File: config.mk
export PLATFORM = sky130hd
export DESIGN_NAME = spi_burst_engine
export DESIGN_NICKNAME = d
export VERILOG_FILES = /design/src/rtl/spi_burst_pkg.sv /design/src/rtl/sync_fifo.sv /design/src/rtl/spi_burst_engine.sv
export SDC_FILE = /design/constraint.sdc
export NUM_CORES = 1
export LEC_CHECK = 0
export BUFFER_PORTS_ARGS = -buffer_cell sky130_fd_sc_hd__buf_2
export CORE_MARGIN = 2
export CORE_UTILIZATION = 50
export CTS_CLUSTER_DIAMETER = 80
export DETAILED_ROUTE_END_ITERATION = 7
export PLACE_DENSITY_LB_ADDON = 0.12
export SYNTH_ARGS = -nofsm -noshare
export SYNTH_HDL_FRONTEND = slang
export SYNTH_SLANG_ARGS = --single-unit
File: constraint.sdc
create_clock -name i_clk -period 3.5 [get_ports i_clk]
set_clock_uncertainty 0.1 [all_clocks]
set_input_delay 0.175 -clock i_clk [delete_from_list [all_inputs] [get_ports i_clk]]
set_output_delay 0.175 -clock i_clk [all_outputs]
set_load 0.05 [all_outputs]
File: src/rtl/spi_burst_pkg.sv
// Shared constants for the SPI burst engine: slave register offsets, SPI
// controller register offsets, STATUS bit layout and the master FSM states.
package spi_burst_pkg;

    // CPU-facing register offsets
    localparam logic [23:0] SLV_DATA   = 24'd0;
    localparam logic [23:0] SLV_COUNT  = 24'd1;
    localparam logic [23:0] SLV_STATUS = 24'd2;
    localparam logic [23:0] SLV_ABORT  = 24'd3;

    // SPI controller register offsets driven by the master port
    localparam logic [23:0] SPI_TX   = 24'd0;
    localparam logic [23:0] SPI_RX   = 24'd1;
    localparam logic [23:0] SPI_STAT = 24'd2;

    // STATUS read bit positions (levels occupy [15:11] and [10:6])
    localparam int ST_BUSY      = 0;
    localparam int ST_TX_FULL   = 1;
    localparam int ST_RX_EMPTY  = 2;
    localparam int ST_DONE      = 3;
    localparam int ST_UNDERFLOW = 4;
    localparam int ST_IRQ_EN    = 5;

    // STATUS write bit positions
    localparam int WR_CLR_DONE = 1;
    localparam int WR_CLR_UFL  = 2;
    localparam int WR_IRQ_EN   = 5;

    typedef enum logic [2:0] {
        S_IDLE,
        S_WAIT_SPACE,
        S_WR_TX,
        S_POLL,
        S_RD_RX
    } state_e;

    function automatic logic [15:0] pack_status(
        input logic [4:0] rx_lvl,
        input logic [4:0] tx_lvl,
        input logic       irq_en,
        input logic       underflow,
        input logic       done,
        input logic       rx_empty,
        input logic       tx_full,
        input logic       busy
    );
        logic [15:0] s;
        s               = {rx_lvl, tx_lvl, 6'b000000};
        s[ST_IRQ_EN]    = irq_en;
        s[ST_UNDERFLOW] = underflow;
        s[ST_DONE]      = done;
        s[ST_RX_EMPTY]  = rx_empty;
        s[ST_TX_FULL]   = tx_full;
        s[ST_BUSY]      = busy;
        return s;
    endfunction

endpackage

File: src/rtl/sync_fifo.sv
// Single-clock FIFO. Push into a full FIFO and pop from an empty FIFO are
// ignored; push and pop in the same cycle both take effect.
module sync_fifo #(
    parameter int WIDTH = 8,
    parameter int DEPTH = 16
) (
    input  logic                         clk_i,
    input  logic                         rst_i,
    input  logic                         push_i,
    input  logic [WIDTH-1:0]             data_i,
    input  logic                         pop_i,
    output logic [WIDTH-1:0]             data_o,
    output logic                         full_o,
    output logic                         empty_o,
    output logic [$clog2(DEPTH+1)-1:0]   level_o
);
    localparam int AW = $clog2(DEPTH);
    localparam int LW = $clog2(DEPTH + 1);

    logic [WIDTH-1:0] mem_q [DEPTH];
    logic [AW-1:0]    wr_ptr_q;
    logic [AW-1:0]    rd_ptr_q;
    logic [LW-1:0]    level_q;
    logic             do_push;
    logic             do_pop;

    assign full_o  = (level_q == LW'(DEPTH));
    assign empty_o = (level_q == '0);
    assign level_o = level_q;
    assign data_o  = mem_q[rd_ptr_q];
    assign do_push = push_i & ~full_o;
    assign do_pop  = pop_i & ~empty_o;

    // Pointers wrap naturally because DEPTH is a power of two.
    always_ff @(posedge clk_i) begin
        if (rst_i) begin
            wr_ptr_q <= '0;
            rd_ptr_q <= '0;
            level_q  <= '0;
        end else begin
            if (do_push) wr_ptr_q <= wr_ptr_q + 1'b1;
            if (do_pop)  rd_ptr_q <= rd_ptr_q + 1'b1;
            level_q <= level_q + {{(LW-1){1'b0}}, do_push} - {{(LW-1){1'b0}}, do_pop};
        end
    end

    // Storage carries no reset; only the pointers define validity.
    always_ff @(posedge clk_i) begin
        if (do_push) mem_q[wr_ptr_q] <= data_i;
    end

endmodule

File: src/rtl/spi_burst_engine.sv
// Wishbone byte-stream front end: CPU loads TX bytes and a count, the master
// FSM walks the SPI controller register map once per byte and collects RX.
//
// state        | meaning
// S_IDLE       | no burst; waiting for a non-zero COUNT write
// S_WAIT_SPACE | holds off until the RX FIFO has room for the next byte
// S_WR_TX      | writes TX head (or fill byte) to SPI TX register
// S_POLL       | reads SPI status until its busy bit clears
// S_RD_RX      | reads SPI RX register, pushes byte, decrements count
module spi_burst_engine
    import spi_burst_pkg::*;
#(
    parameter int         FIFO_DEPTH = 16,
    parameter logic [7:0] FILL_BYTE  = 8'hFF
) (
    input  logic        i_clk,
    input  logic        i_rst,
    input  logic [23:0] wb_adr,
    input  logic        wb_cyc,
    input  logic        wb_stb,
    input  logic        wb_we,
    input  logic [15:0] wb_i_dat,
    output logic [15:0] wb_o_dat,
    output logic        wb_ack,
    output logic [23:0] m_wb_adr,
    output logic        m_wb_cyc,
    output logic        m_wb_stb,
    output logic        m_wb_we,
    output logic [15:0] m_wb_o_dat,
    input  logic [15:0] m_wb_i_dat,
    input  logic        m_wb_ack,
    output logic        o_irq
);
    localparam int LW = $clog2(FIFO_DEPTH + 1);

    state_e        state_q, state_d;
    logic          gap_q, gap_d;
    logic          abort_q, abort_d;
    logic [15:0]   count_q, count_d;
    logic          done_q, done_d;
    logic          ufl_q, ufl_d;
    logic          irq_en_q, irq_en_d;

    logic          slv_wr, slv_rd;
    logic          cpu_tx_push, cpu_rx_pop, count_wr, status_wr, abort_wr;
    logic          tx_pop_m, rx_push_m, done_set, ufl_set;
    logic          m_cyc;
    logic [23:0]   m_adr;
    logic [7:0]    tx_head, rx_head, tx_byte;
    logic          tx_full, tx_empty, rx_full, rx_empty;
    logic [LW-1:0] tx_level, rx_level;
    logic          busy;
    logic          unused_m_hi;

    assign unused_m_hi = ^m_wb_i_dat[15:8];

    sync_fifo #(.WIDTH(8), .DEPTH(FIFO_DEPTH)) u_tx_fifo (
        .clk_i(i_clk), .rst_i(i_rst),
        .push_i(cpu_tx_push), .data_i(wb_i_dat[7:0]),
        .pop_i(tx_pop_m), .data_o(tx_head),
        .full_o(tx_full), .empty_o(tx_empty), .level_o(tx_level)
    );

    sync_fifo #(.WIDTH(8), .DEPTH(FIFO_DEPTH)) u_rx_fifo (
        .clk_i(i_clk), .rst_i(i_rst),
        .push_i(rx_push_m), .data_i(m_wb_i_dat[7:0]),
        .pop_i(cpu_rx_pop), .data_o(rx_head),
        .full_o(rx_full), .empty_o(rx_empty), .level_o(rx_level)
    );

    assign wb_ack      = wb_cyc & wb_stb;
    assign slv_wr      = wb_ack & wb_we;
    assign slv_rd      = wb_ack & ~wb_we;
    assign cpu_tx_push = slv_wr & (wb_adr == SLV_DATA);
    assign cpu_rx_pop  = slv_rd & (wb_adr == SLV_DATA);
    assign count_wr    = slv_wr & (wb_adr == SLV_COUNT);
    assign status_wr   = slv_wr & (wb_adr == SLV_STATUS);
    assign abort_wr    = slv_wr & (wb_adr == SLV_ABORT);
    assign busy        = (state_q != S_IDLE);
    assign tx_byte     = tx_empty ? FILL_BYTE : tx_head;

    // Slave read mux; a DATA read of an empty RX FIFO returns zero.
    always_comb begin
        wb_o_dat = '0;
        case (wb_adr)
            SLV_DATA:   if (!rx_empty) wb_o_dat = {8'h00, rx_head};
            SLV_COUNT:  wb_o_dat = count_q;
            SLV_STATUS: wb_o_dat = pack_status(5'(rx_level), 5'(tx_level), irq_en_q, ufl_q,
                                               done_q, rx_empty, tx_full, busy);
            default:    wb_o_dat = '0;
        endcase
    end

    // State and control registers.
    always_ff @(posedge i_clk) begin
        if (i_rst) begin
            state_q  <= S_IDLE;
            gap_q    <= 1'b0;
            abort_q  <= 1'b0;
            count_q  <= '0;
            done_q   <= 1'b0;
            ufl_q    <= 1'b0;
            irq_en_q <= 1'b0;
        end else begin
            state_q  <= state_d;
            gap_q    <= gap_d;
            abort_q  <= abort_d;
            count_q  <= count_d;
            done_q   <= done_d;
            ufl_q    <= ufl_d;
            irq_en_q <= irq_en_d;
        end
    end

    // Master FSM: one bus access per state, one idle clock after every ack.
    always_comb begin
        state_d   = state_q;
        gap_d     = 1'b0;
        abort_d   = abort_q;
        count_d   = count_q;
        done_set  = 1'b0;
        ufl_set   = 1'b0;
        tx_pop_m  = 1'b0;
        rx_push_m = 1'b0;
        m_cyc     = 1'b0;
        m_adr     = SPI_TX;
        case (state_q)
            S_IDLE: begin
                abort_d = 1'b0;
                if (count_wr && (wb_i_dat != 16'd0)) begin
                    count_d = wb_i_dat;
                    state_d = S_WAIT_SPACE;
                end
            end
            S_WAIT_SPACE: begin
                if (abort_wr) begin
                    count_d = '0;
                    state_d = S_IDLE;
                end else if (!rx_full) begin
                    state_d = S_WR_TX;
                end
            end
            S_WR_TX: begin
                m_cyc = ~gap_q;
                m_adr = SPI_TX;
                if (m_cyc && m_wb_ack) begin
                    gap_d = 1'b1;
                    state_d = S_POLL;
                    if (tx_empty) ufl_set = 1'b1;
                    else          tx_pop_m = 1'b1;
                end
            end
            S_POLL: begin
                m_cyc = ~gap_q;
                m_adr = SPI_STAT;
                if (m_cyc && m_wb_ack) begin
                    gap_d = 1'b1;
                    if (!m_wb_i_dat[0]) state_d = (abort_q || abort_wr) ? S_IDLE : S_RD_RX;
                end
            end
            S_RD_RX: begin
                m_cyc = ~gap_q;
                m_adr = SPI_RX;
                if (m_cyc && m_wb_ack) begin
                    gap_d     = 1'b1;
                    rx_push_m = 1'b1;
                    if (count_q != 16'd0) count_d = count_q - 16'd1;
                    if (abort_q || abort_wr) begin
                        state_d = S_IDLE;
                    end else if (count_q == 16'd1) begin
                        state_d  = S_IDLE;
                        done_set = 1'b1;
                    end else begin
                        state_d = S_WAIT_SPACE;
                    end
                end
            end
            default: state_d = S_IDLE;
        endcase
        // An abort mid-access lets the SPI byte finish but drops the count now.
        if (abort_wr && (state_q inside {S_WR_TX, S_POLL, S_RD_RX})) begin
            abort_d = 1'b1;
            count_d = '0;
        end
    end

    // Sticky flags; a set in the same cycle as a clear wins.
    always_comb begin
        done_d   = (done_q & ~(status_wr & wb_i_dat[WR_CLR_DONE])) | done_set;
        ufl_d    = (ufl_q & ~(status_wr & wb_i_dat[WR_CLR_UFL])) | ufl_set;
        irq_en_d = status_wr ? wb_i_dat[WR_IRQ_EN] : irq_en_q;
    end

    // Reset gates the master cycle combinationally so it drops at once.
    assign m_wb_cyc   = m_cyc & ~i_rst;
    assign m_wb_stb   = m_wb_cyc;
    assign m_wb_we    = m_wb_cyc & (state_q == S_WR_TX);
    assign m_wb_adr   = m_wb_cyc ? m_adr : '0;
    assign m_wb_o_dat = m_wb_we ? {8'h00, tx_byte} : '0;
    assign o_irq      = done_q & irq_en_q;

endmodule
==> results.sh, run 1 <==
export IMPL_outcome="completed"
export IMPL_final_nets=1133
export IMPL_cts_root_buffer="clkbuf_16"
export IMPL_yosys_top_cells_area="edfxtp_1 56%, mux4_2 12%, dfxtp_1 8.4%"
export IMPL_areaGrowthSynthToFinish_pct=15.53
export IMPL_wire_per_inst_um=21.29
export IMPL_placementRows=60
export IMPL_synth_distinct_cells=57
export IMPL_synth_warning_count=0
export IMPL_io_pins=123
export IMPL_min_delay_path_class="in2reg"
export IMPL_regToRegSetupSlack_ps=390
export IMPL_die_h_um=170.2
export IMPL_post_place_ws_ps=406.4
export IMPL_synth_top_cell_area_share_pct=55.65
export IMPL_setup_viol=0
export IMPL_nFillCells=2123
export IMPL_final_area_um2=15960
export IMPL_period_needed_ps=3294
export IMPL_ys_top_cells_by_count="256 x edfxtp_1, 90 x nor2_1, 72 x mux4_2, 58 x dfxtp_1, 54 x nand2_1"
export IMPL_coreArea_um2=27030
export IMPL_setup_worst_path_end_class="output port"
export IMPL_place_congestion=0.8390
export IMPL_antenna_found_initial=0
export IMPL_die_area_um2=28970
export IMPL_r2r_start="u_rx_fifo.level_o[2]$_SDFF_PP0_"
export IMPL_crit_start="u_rx_fifo.level_o[2]$_SDFF_PP0_"
export IMPL_setup_tns_final_ps=0
export IMPL_drt_iter0_markers=631
export IMPL_grt_first_pass_wirelength_um=45550
export IMPL_ctsLongestPathBuffers=3
export IMPL_multi_input_area_um2=4537
export IMPL_leakagePower_nw=5.549
export IMPL_power_density_nw_per_um2=536.6
export IMPL_yosys_area_top_type="edfxtp_1"
export IMPL_rsz0062_at_grt="false"
export IMPL_diodes=0
export IMPL_r2r_end="u_rx_fifo.level_o[4]$_SDFF_PP0_"
export IMPL_viasPerCell=5.595
export IMPL_cts_tree="built"
export IMPL_die_w_um=170.2
export IMPL_grt_use_total_pct=21.09
export IMPL_setup_ws_ps=206.3
export IMPL_path_class="reg2out"
export IMPL_holdWs_ps=10.54
export IMPL_port_buffers=84
export IMPL_initial_core_util_pct=51.11
export IMPL_vias=7911
export IMPL_drive_gt1_share_pct=25.72
export IMPL_slew_violations=0
export IMPL_async_flop_share_pct=0
export IMPL_drc=0
export IMPL_cts_htree_levels=2
export IMPL_ys_ff_latch=314
export IMPL_r2r_cells=14
export IMPL_final_hold_viol_count=0
export IMPL_worst_path_max_fanout=7
export IMPL_cts_made_buffers=34
export IMPL_cts_clk_slew_worst_paths_ps=60
export IMPL_vdd_ir_drop_worst_v=0.0004514
export IMPL_first_pass_iters=5
export IMPL_synth_most_common_cell="edfxtp_1"
export IMPL_synthCells=913
export IMPL_synthesis_area_um2=13810
export IMPL_finalCritPeriodShare_pct=94.10
export IMPL_dpl_hpwl_um=19800
export IMPL_worst_slew_pin_slew_ps=985.5
export IMPL_worst_setup_path_start_kind="register"
export IMPL_post_dp_cell_area_um2=14720
export IMPL_ff_latch_area_um2=8853
export IMPL_wirelength_um=30100
export IMPL_arrival_ps=3020
export IMPL_yosys_most_used_dff="edfxtp_1"
export IMPL_grt_max_degree=45
export IMPL_postSynthAreaPerCell_um2=15.13
export IMPL_required_ps=3220
export IMPL_gr_total_overflow=0
export IMPL_seq_area_frac_synth_pct=64.06
export IMPL_grt_pass1_vias=7789
export IMPL_drv_cap=0
export IMPL_ant_nets=0
export IMPL_fmax_mhz=303.6
export IMPL_cts_sinks=314
export IMPL_crit_path_end="wb_o_dat[6]"
export IMPL_synth_edff_count=256
export IMPL_max_slew_margin_pct=33.80
export IMPL_utilization_pct=59.05
export IMPL_clock_latency_ps=510
cell usage in the layout (no fill, tap or decap), types with 21 or more instances in the layout:
| cell | count |
|---|---|
| buf_4 | 52 |
| xor2_1 | 22 |
| clkbuf_16 | 35 |
| edfxtp_1 | 256 |
| dfxtp_1 | 56 |
| conb_1 | 30 |
| inv_1 | 21 |
| ha_1 | 22 |
| o21ai_0 | 23 |
| nor2_1 | 90 |
| mux4_2 | 72 |
| nand2_1 | 54 |
| buf_2 | 84 |
what timing repair did:
action	4_1_cts	5_1_grt
endpoints found under the hold margin	116	0
buffers inserted	0	0
setup endpoints to repair	2	0
resized for setup	1	0
hold buffers	11	0
kinds of logic after synthesis:
group / after synthesis / synth area share [%]
AND/OR/NAND/NOR: 250 / 9.284
XOR/XNOR: 33 / 2.092
AO/OA/AOI/OAI: 99 / 5.118
buffers and inverters: 100 / 3.931
other: 1 / 0.02715
multiplexers: 92 / 13.21
adder cells (fa/ha/maj): 24 / 2.283
flip-flops: 314 / 64.06
final cells by class:
type / instances / share of cell area, %
clock buffer: 42 / 5.653
clock inverter: 20 / 1.380
inverter: 21 / 0.4939
multi-input combinational: 528 / 28.43
sequential: 314 / 55.48
tap: 341 / 2.673
timing repair buffer: 148 / 5.896
how the worst min path moves through the flow:
stage / start / endpoint / slack, ps / depth (start not counted)
2_1_floorplan: m_wb_i_dat[0] / u_rx_fifo.mem_q[0][0]$_DFFE_PP_ / 170 / 0
3_3_place_gp: m_wb_ack / gap_q$_SDFF_PP0_ / 340 / 2
3_5_place_dp: m_wb_ack / gap_q$_SDFF_PP0_ / 350 / 2
4_1_cts: wb_i_dat[15] / count_q[15]$_SDFFE_PP0P_ / 5 / 5
5_1_grt: m_wb_i_dat[0] / u_rx_fifo.mem_q[12][0]$_DFFE_PP_ / 10 / 1
6_report: m_wb_i_dat[0] / u_rx_fifo.mem_q[12][0]$_DFFE_PP_ / 10 / 1
worst max-delay path, cell delays in order, from the launching register on:
cell	delay, ps
dfxtp_1	360
inv_1	80
ha_1	260
nor4b_1	180
nand2b_1	220
or3_1	460
a211oi_1	460
a221o_1	220
buf_2	270
state kept, by name (all words and copies together), names as in the netlist, named ones only:
signal and flops:
u_rx_fifo.wr_ptr_q 4, u_rx_fifo.rd_ptr_q 4, u_tx_fifo.level_o 5, u_tx_fifo.rd_ptr_q 4, count_q 16, u_rx_fifo.level_o 5, u_tx_fifo.wr_ptr_q 4, state_q 3
gap_q 1, ufl_q 1, done_q 1, u_tx_fifo.mem_q 128, u_rx_fifo.mem_q 128, irq_en_q 1, abort_q 1
through the flow:
step           std cells  power (mW)
2_1_floorplan        942       4.858
3_3_place_gp        1341       5.048
3_5_place_dp        1341       5.055
4_1_cts             1414       8.618
5_1_grt             1414       8.883
6_report            1414       8.563
report_power, final:
| part | internal (mW) | total [mW] | switching (mW) |
|---|---|---|---|
| clock network | 2.14 | 3.57 | 1.43 |
| logic | 0.310 | 0.816 | 0.506 |
| registers | 4.08 | 4.17 | 0.0964 |
metal layers:
metal,GRT usage [%],vias up,routed length (um)
li1,-,3708,-
met1,29.54,3959,13290
met4,5.277,0,624
met5,0,-,0
met3,3.302,46,1509
met2,34.89,198,14670
No activity file was read; power rests on OpenSTA's default activity.
==> run 2: changes to the inputs <==
Settings changed: CAP_MARGIN from default to 20, SYNTH_HIERARCHICAL from default to 1.
==> results.sh, run 2 <==
export IMPL_synth_top_cell_area_share_pct=55.28
export IMPL_dp_cells=1379
export IMPL_yosys_top_cells_area="edfxtp_1 55%, dfxtp_1 8.3%, mux4_2 5.8%"
export IMPL_synthCells=906
export IMPL_io_pins=123
export IMPL_ys_ff_latch=314
export IMPL_setup_worst_path_end_class="register"
export IMPL_yosys_most_used_dff="edfxtp_1"
export IMPL_setup_ws_ps=296.9
export IMPL_worst_slew_pin_slew_ps=987.4
export IMPL_regToRegSetupSlack_ps=300
export IMPL_path_class="reg2reg"
export IMPL_place_congestion=0.8338
export IMPL_synth_warning_count=6
export IMPL_cts_made_buffers=34
export IMPL_drive_gt1_share_pct=24.12
export IMPL_utilization_pct=58.65
export IMPL_dpl_hpwl_um=20460
export IMPL_ctsHoldBuffers=16
export IMPL_drv_cap=0
export IMPL_cts_clk_slew_worst_paths_ps=60
export IMPL_cts_resized_gates=0
export IMPL_post_cts_setup_buffers=0
export IMPL_slew_violations=0
export IMPL_top_regs="u_rx_fifo/mem_q x128, u_tx_fifo/mem_q x128, count_q x16"
export IMPL_synth_edff_count=256
export IMPL_port_buffers=84
export IMPL_final_hold_viol_count=0
export IMPL_rsz0062_at_grt="false"
export IMPL_areaGrowthSynthToFinish_pct=16.19
export IMPL_synth_most_common_cell="edfxtp_1"
export IMPL_synth_distinct_cells=69
export IMPL_ys_top_cells_by_count="256 x edfxtp_1, 58 x dfxtp_1, 54 x nor2_1, 49 x nand2_1, 41 x a22oi_1"
export IMPL_synthesis_area_um2=13910
export IMPL_initial_core_util_pct=50.47
export IMPL_cts_root_buffer="clkbuf_16"
export IMPL_finalCritPeriodShare_pct=91.52
export IMPL_min_from="wb_i_dat[7]"
export IMPL_drc=0
export IMPL_final_nets=1141
export IMPL_grt_first_pass_wirelength_um=45790
export IMPL_final_cell_mix="256 x edfxtp_1, 84 x buf_2, 56 x dfxtp_1"
export IMPL_cts_htree_levels=2
export IMPL_min_to="u_tx_fifo/mem_q[11][7]$_DFFE_PP_"
export IMPL_cts_sinks=314
export IMPL_vias=8159
export IMPL_clock_latency_ps=500
export IMPL_vdd_ir_drop_worst_v=0.0005118
export IMPL_grt_use_total_pct=21.10
export IMPL_arrival_ps=3540
export IMPL_ant_nets=0
export IMPL_final_common_cell="edfxtp_1"
export IMPL_r2r_end="u_tx_fifo/level_o[4]$_SDFF_PP0_"
export IMPL_die_w_um=170.8
export IMPL_coreArea_um2=27550
export IMPL_period_needed_ps=3203
export IMPL_total_power_mw=8.278
export IMPL_viasPerCell=5.600
export IMPL_grt_pass1_vias=7766
export IMPL_seq_area_frac_synth_pct=63.63
export IMPL_r2r_cells=15
export IMPL_die_area_um2=29160
export IMPL_wirelength_um=30370
export IMPL_fmax_mhz=312.2
export IMPL_yosys_area_top_type="edfxtp_1"
export IMPL_outcome="completed"
export IMPL_antenna_found_initial=1
export IMPL_leakagePower_nw=5.705
export IMPL_gr_total_overflow=0
export IMPL_async_flop_share_pct=0
export IMPL_required_ps=3840
export IMPL_stdcell_count=1457
export IMPL_postSynthAreaPerCell_um2=15.35
export IMPL_power_density_nw_per_um2=512.3
export IMPL_die_h_um=170.8
export IMPL_drt_iter0_markers=567
export IMPL_first_pass_iters=5
export IMPL_placementRows=61
export IMPL_min_delay_path_class="in2reg"
export IMPL_wire_per_inst_um=20.85
export IMPL_worst_path_max_fanout=5
export IMPL_worst_setup_path_start_kind="register"
export IMPL_final_area_um2=16160
export IMPL_r2r_start="u_tx_fifo/level_o[3]$_SDFF_PP0_"
export IMPL_grt_max_degree=41
export IMPL_post_dp_cell_area_um2=14960
export IMPL_hold_path_depth=1
export IMPL_cts_tree="built"
export IMPL_max_slew_margin_pct=33.62
export IMPL_post_place_ws_ps=-157.3
export IMPL_setup_viol=0
export IMPL_ctsLongestPathBuffers=3
run 2: changes by cell type in the layout (fill, tap and decap cells not counted), sizes merged, moves of 8 or more:
cell	before	now
a22oi	2	42
nor2	91	54
inv	21	40
and2	4	22
mux2i	18	1
o21ai	25	11
nor4	15	25
o31a	11	1
mux4	72	64
nand3	10	18
run 2: kinds of logic after synthesis:
kind of cell,after synthesis,share of synthesized area [%]
adder cells (fa/ha/maj),26,2.447
other,1,0.02696
multiplexers,66,11.27
AND/OR/NAND/NOR,237,9.222
XOR/XNOR,26,1.637
buffers and inverters,111,4.786
flip-flops,314,63.63
AO/OA/AOI/OAI,125,6.982
run 2: area by class of cell:
cell class	count	area, um^2
fillers	2154	11390
diodes	1	2.502
clock buffers	44	909.6
repair buffers	153	1054
inverters	40	150.1
clock inverters	17	126.4
multi-input cells	510	4593
flip-flops and latches	314	8851
well taps	378	473.0
run 2: per-stage QoR:
stage          hold slack (ps)  TNS (ps)
6_report                 18.16         0
5_1_grt                  13.32         0
4_1_cts                 0.8962         0
3_5_place_dp             315.8    -256.5
3_3_place_gp             297.4    -149.1
2_1_floorplan            144.1         0
run 2: worst max path at each step:
stage	startpoint	endpoint	slack, ps	depth (start not counted)
after floorplan	wb_adr[3]	u_rx_fifo/level_o[4]$_SDFF_PP0_	8	15
after global placement	wb_adr[3]	u_rx_fifo/level_o[4]$_SDFF_PP0_	-80	16
after detailed placement	wb_adr[3]	u_rx_fifo/level_o[4]$_SDFF_PP0_	-160	16
after CTS	register	wb_o_dat[3]	340	7
after global routing	u_tx_fifo/level_o[3]$_SDFF_PP0_	u_tx_fifo/level_o[4]$_SDFF_PP0_	100	15
final	u_tx_fifo/level_o[3]$_SDFF_PP0_	u_tx_fifo/level_o[4]$_SDFF_PP0_	300	15
run 2: critical path, stage by stage, from the launching register on:
cell	delay, ps
dfxtp_1	400
inv_1	90
ha_1	200
or4b_1	240
inv_1	80
nor4_1	410
nand2_1	180
inv_1	120
ha_4	120
inv_1	30
ha_2	170
fa_2	350
a21oi_2	120
nor2_1	50
or3_1	330
a21oi_1	130
run 2: layer usage:
metal | wire, um | part of all wire (%) | GRT usage [%]
met5 | 0 | 0 | 0
met4 | 663 | 2.2 | 5.686
met3 | 1298 | 4.3 | 3.285
met2 | 14980 | 49 | 34.73
met1 | 13430 | 44 | 29.52
run 2: power breakdown:
part | internal, mW | switching [mW]
sequential | 4.07 | 0.0728
clock | 1.92 | 1.37
combinational | 0.309 | 0.533
total | 6.30 | 1.98
==> run 3: changes to the inputs <==
Settings changed: CTS_BUF_LIST from default to sky130_fd_sc_hd__clkbuf_4.
==> results.sh, run 3 (synthesis results as in run 2) <==
export IMPL_outcome="completed"
export IMPL_clock_latency_ps=700
export IMPL_required_ps=3220
export IMPL_final_hold_viol_count=0
export IMPL_r2r_cells=15
export IMPL_setup_tns_final_ps=0
export IMPL_fmax_mhz=302.1
export IMPL_post_place_ws_ps=-157.3
export IMPL_hold_path_depth=7
export IMPL_min_delay_path_class="in2reg"
export IMPL_post_cts_setup_buffers=0
export IMPL_power_switching_mw=2.102
export IMPL_io_pins=123
export IMPL_final_common_cell="edfxtp_1"
export IMPL_cts_htree_levels=3
export IMPL_coreArea_um2=27550
export IMPL_p_seq_share_pct=51.0
export IMPL_total_power_mw=8.129
export IMPL_worst_path_max_fanout=32
export IMPL_path_class="reg2out"
export IMPL_period_needed_ps=3310
export IMPL_cts_clk_slew_worst_paths_ps=70
export IMPL_die_area_um2=29160
export IMPL_top_regs="u_rx_fifo/mem_q x128, u_tx_fifo/mem_q x128, count_q x16"
export IMPL_cts_made_buffers=83
export IMPL_placementRows=61
export IMPL_worst_setup_path_start_kind="register"
export IMPL_place_congestion=0.8338
export IMPL_worst_path_dominant_cell_family="compound AO/OA/AOI/OAI gates"
export IMPL_p_clk_share_pct=38.5
export IMPL_vias=8562
export IMPL_areaGrowthSynthToFinish_pct=17.75
export IMPL_power_density_nw_per_um2=496.4
export IMPL_cp_buffers_inverters=3
export IMPL_max_slew_margin_pct=31.61
export IMPL_first_pass_iters=5
export IMPL_min_to="state_q[0]$_SDFFE_PP0P_"
export IMPL_dpl_hpwl_um=20460
export IMPL_dp_cells=1379
export IMPL_worst_slew_pin_slew_ps=1017
export IMPL_cts_resized_gates=0
export IMPL_finalCritPeriodShare_pct=94.57
export IMPL_arrival_ps=3030
export IMPL_initial_core_util_pct=50.47
export IMPL_die_h_um=170.8
export IMPL_drt_iter0_markers=554
export IMPL_ctsLongestPathBuffers=3
export IMPL_ctsHoldBuffers=36
export IMPL_wire_per_inst_um=20.18
export IMPL_grt_use_total_pct=21.91
export IMPL_regToRegSetupSlack_ps=300
export IMPL_cts_tree="built"
export IMPL_vdd_ir_drop_worst_v=0.0003693
export IMPL_slew_violations=0
export IMPL_drv_cap=0
export IMPL_setup_worst_path_end_class="output port"
export IMPL_final_cell_mix="256 x edfxtp_1, 124 x clkbuf_4, 84 x buf_2"
export IMPL_gr_total_overflow=0
export IMPL_stdcell_count=1564
export IMPL_rsz0062_at_grt="false"
export IMPL_p_int_mw=6.027
export IMPL_port_buffers=84
export IMPL_drive_gt1_share_pct=29.39
export IMPL_wirelength_um=31560
export IMPL_viasPerCell=5.474
export IMPL_crit_chain="buf_12 > mux4_1 > a22oi_1 > nand2_1 > a222oi_1 > inv_1 > buf_2"
export IMPL_grt_max_degree=41
export IMPL_grt_first_pass_wirelength_um=47510
export IMPL_grt_pass1_vias=8390
export IMPL_setup_ws_ps=190.0
export IMPL_cts_sinks=314
export IMPL_combPwrFrac_pct=10.5
export IMPL_r2r_end="u_tx_fifo/level_o[4]$_SDFF_PP0_"
export IMPL_swShare_pct=25.85
export IMPL_worst_path_largest_cell_delay_ps=580
export IMPL_setup_viol=0
export IMPL_critPathSlowestCell="mux4_1"
export IMPL_drc=0
export IMPL_r2r_start="u_tx_fifo/level_o[3]$_SDFF_PP0_"
export IMPL_leakagePower_nw=5.915
export IMPL_cts_root_buffer="clkbuf_4"
export IMPL_antenna_found_initial=1
export IMPL_die_w_um=170.8
export IMPL_final_nets=1210
export IMPL_ant_nets=0
export IMPL_min_from="wb_adr[4]"
[run 3: worst min-delay path: cells and delay by family]
family	cells	cell delay, ps
compound gates	1	70
buf+inv	1	70
simple gates	5	510
[run 3: worst max path at each step]
stage,startpoint,to,slack [ps],cells after the start
2_1_floorplan,wb_adr[3],u_rx_fifo/level_o[4]$_SDFF_PP0_,8,15
3_5_place_dp,wb_adr[3],u_rx_fifo/level_o[4]$_SDFF_PP0_,-160,16
6_report,register,wb_o_dat[5],190,7
3_3_place_gp,wb_adr[3],u_rx_fifo/level_o[4]$_SDFF_PP0_,-80,16
4_1_cts,register,wb_o_dat[3],140,7
5_1_grt,register,wb_o_dat[1],70,7
[run 3: area by class of cell]
cell class                 count  area (um^2)
timing repair buffer         173         1254
inverter                      40        150.1
tap                          378        473.0
multi-input combinational    510         4593
clock buffer                 124        930.9
fill                        2191        11180
clock inverter                23        118.9
sequential                   314         8851
antenna                        2        5.005
[run 3: power by group through the flow]
stage,Combinational (mW),Sequential (mW),Clock (mW)
global route,0.938,4.15,3.44
detailed placement,0.816,4.22,0
CTS,0.853,4.14,3.23
finish,0.857,4.14,3.13
global placement,0.811,4.22,0
floorplan,0.651,4.20,0
[run 3: metrics by stage]
step | instance area [um^2] | utilization, % | hold slack [ps]
finish | 16380 | 59.43 | 78.59
global route | 16370 | 59.43 | 125.0
CTS | 16370 | 59.42 | 34.52
detailed placement | 14960 | 54.30 | 315.8
global placement | 14960 | 54.30 | 297.4
floorplan | 14080 | - | 144.1
[run 3: routing by layer]
layer | GRT usage [%] | vias to the layer above | share of wire [%] | wire length (um)
met4 | 6.912 | 0 | 2.0 | 632
met2 | 36.01 | 278 | 49 | 15590
met5 | 0 | - | 0 | 0
met3 | 5.205 | 48 | 5.8 | 1836
li1 | - | 3989 | - | -
met1 | 29.04 | 4247 | 43 | 13500
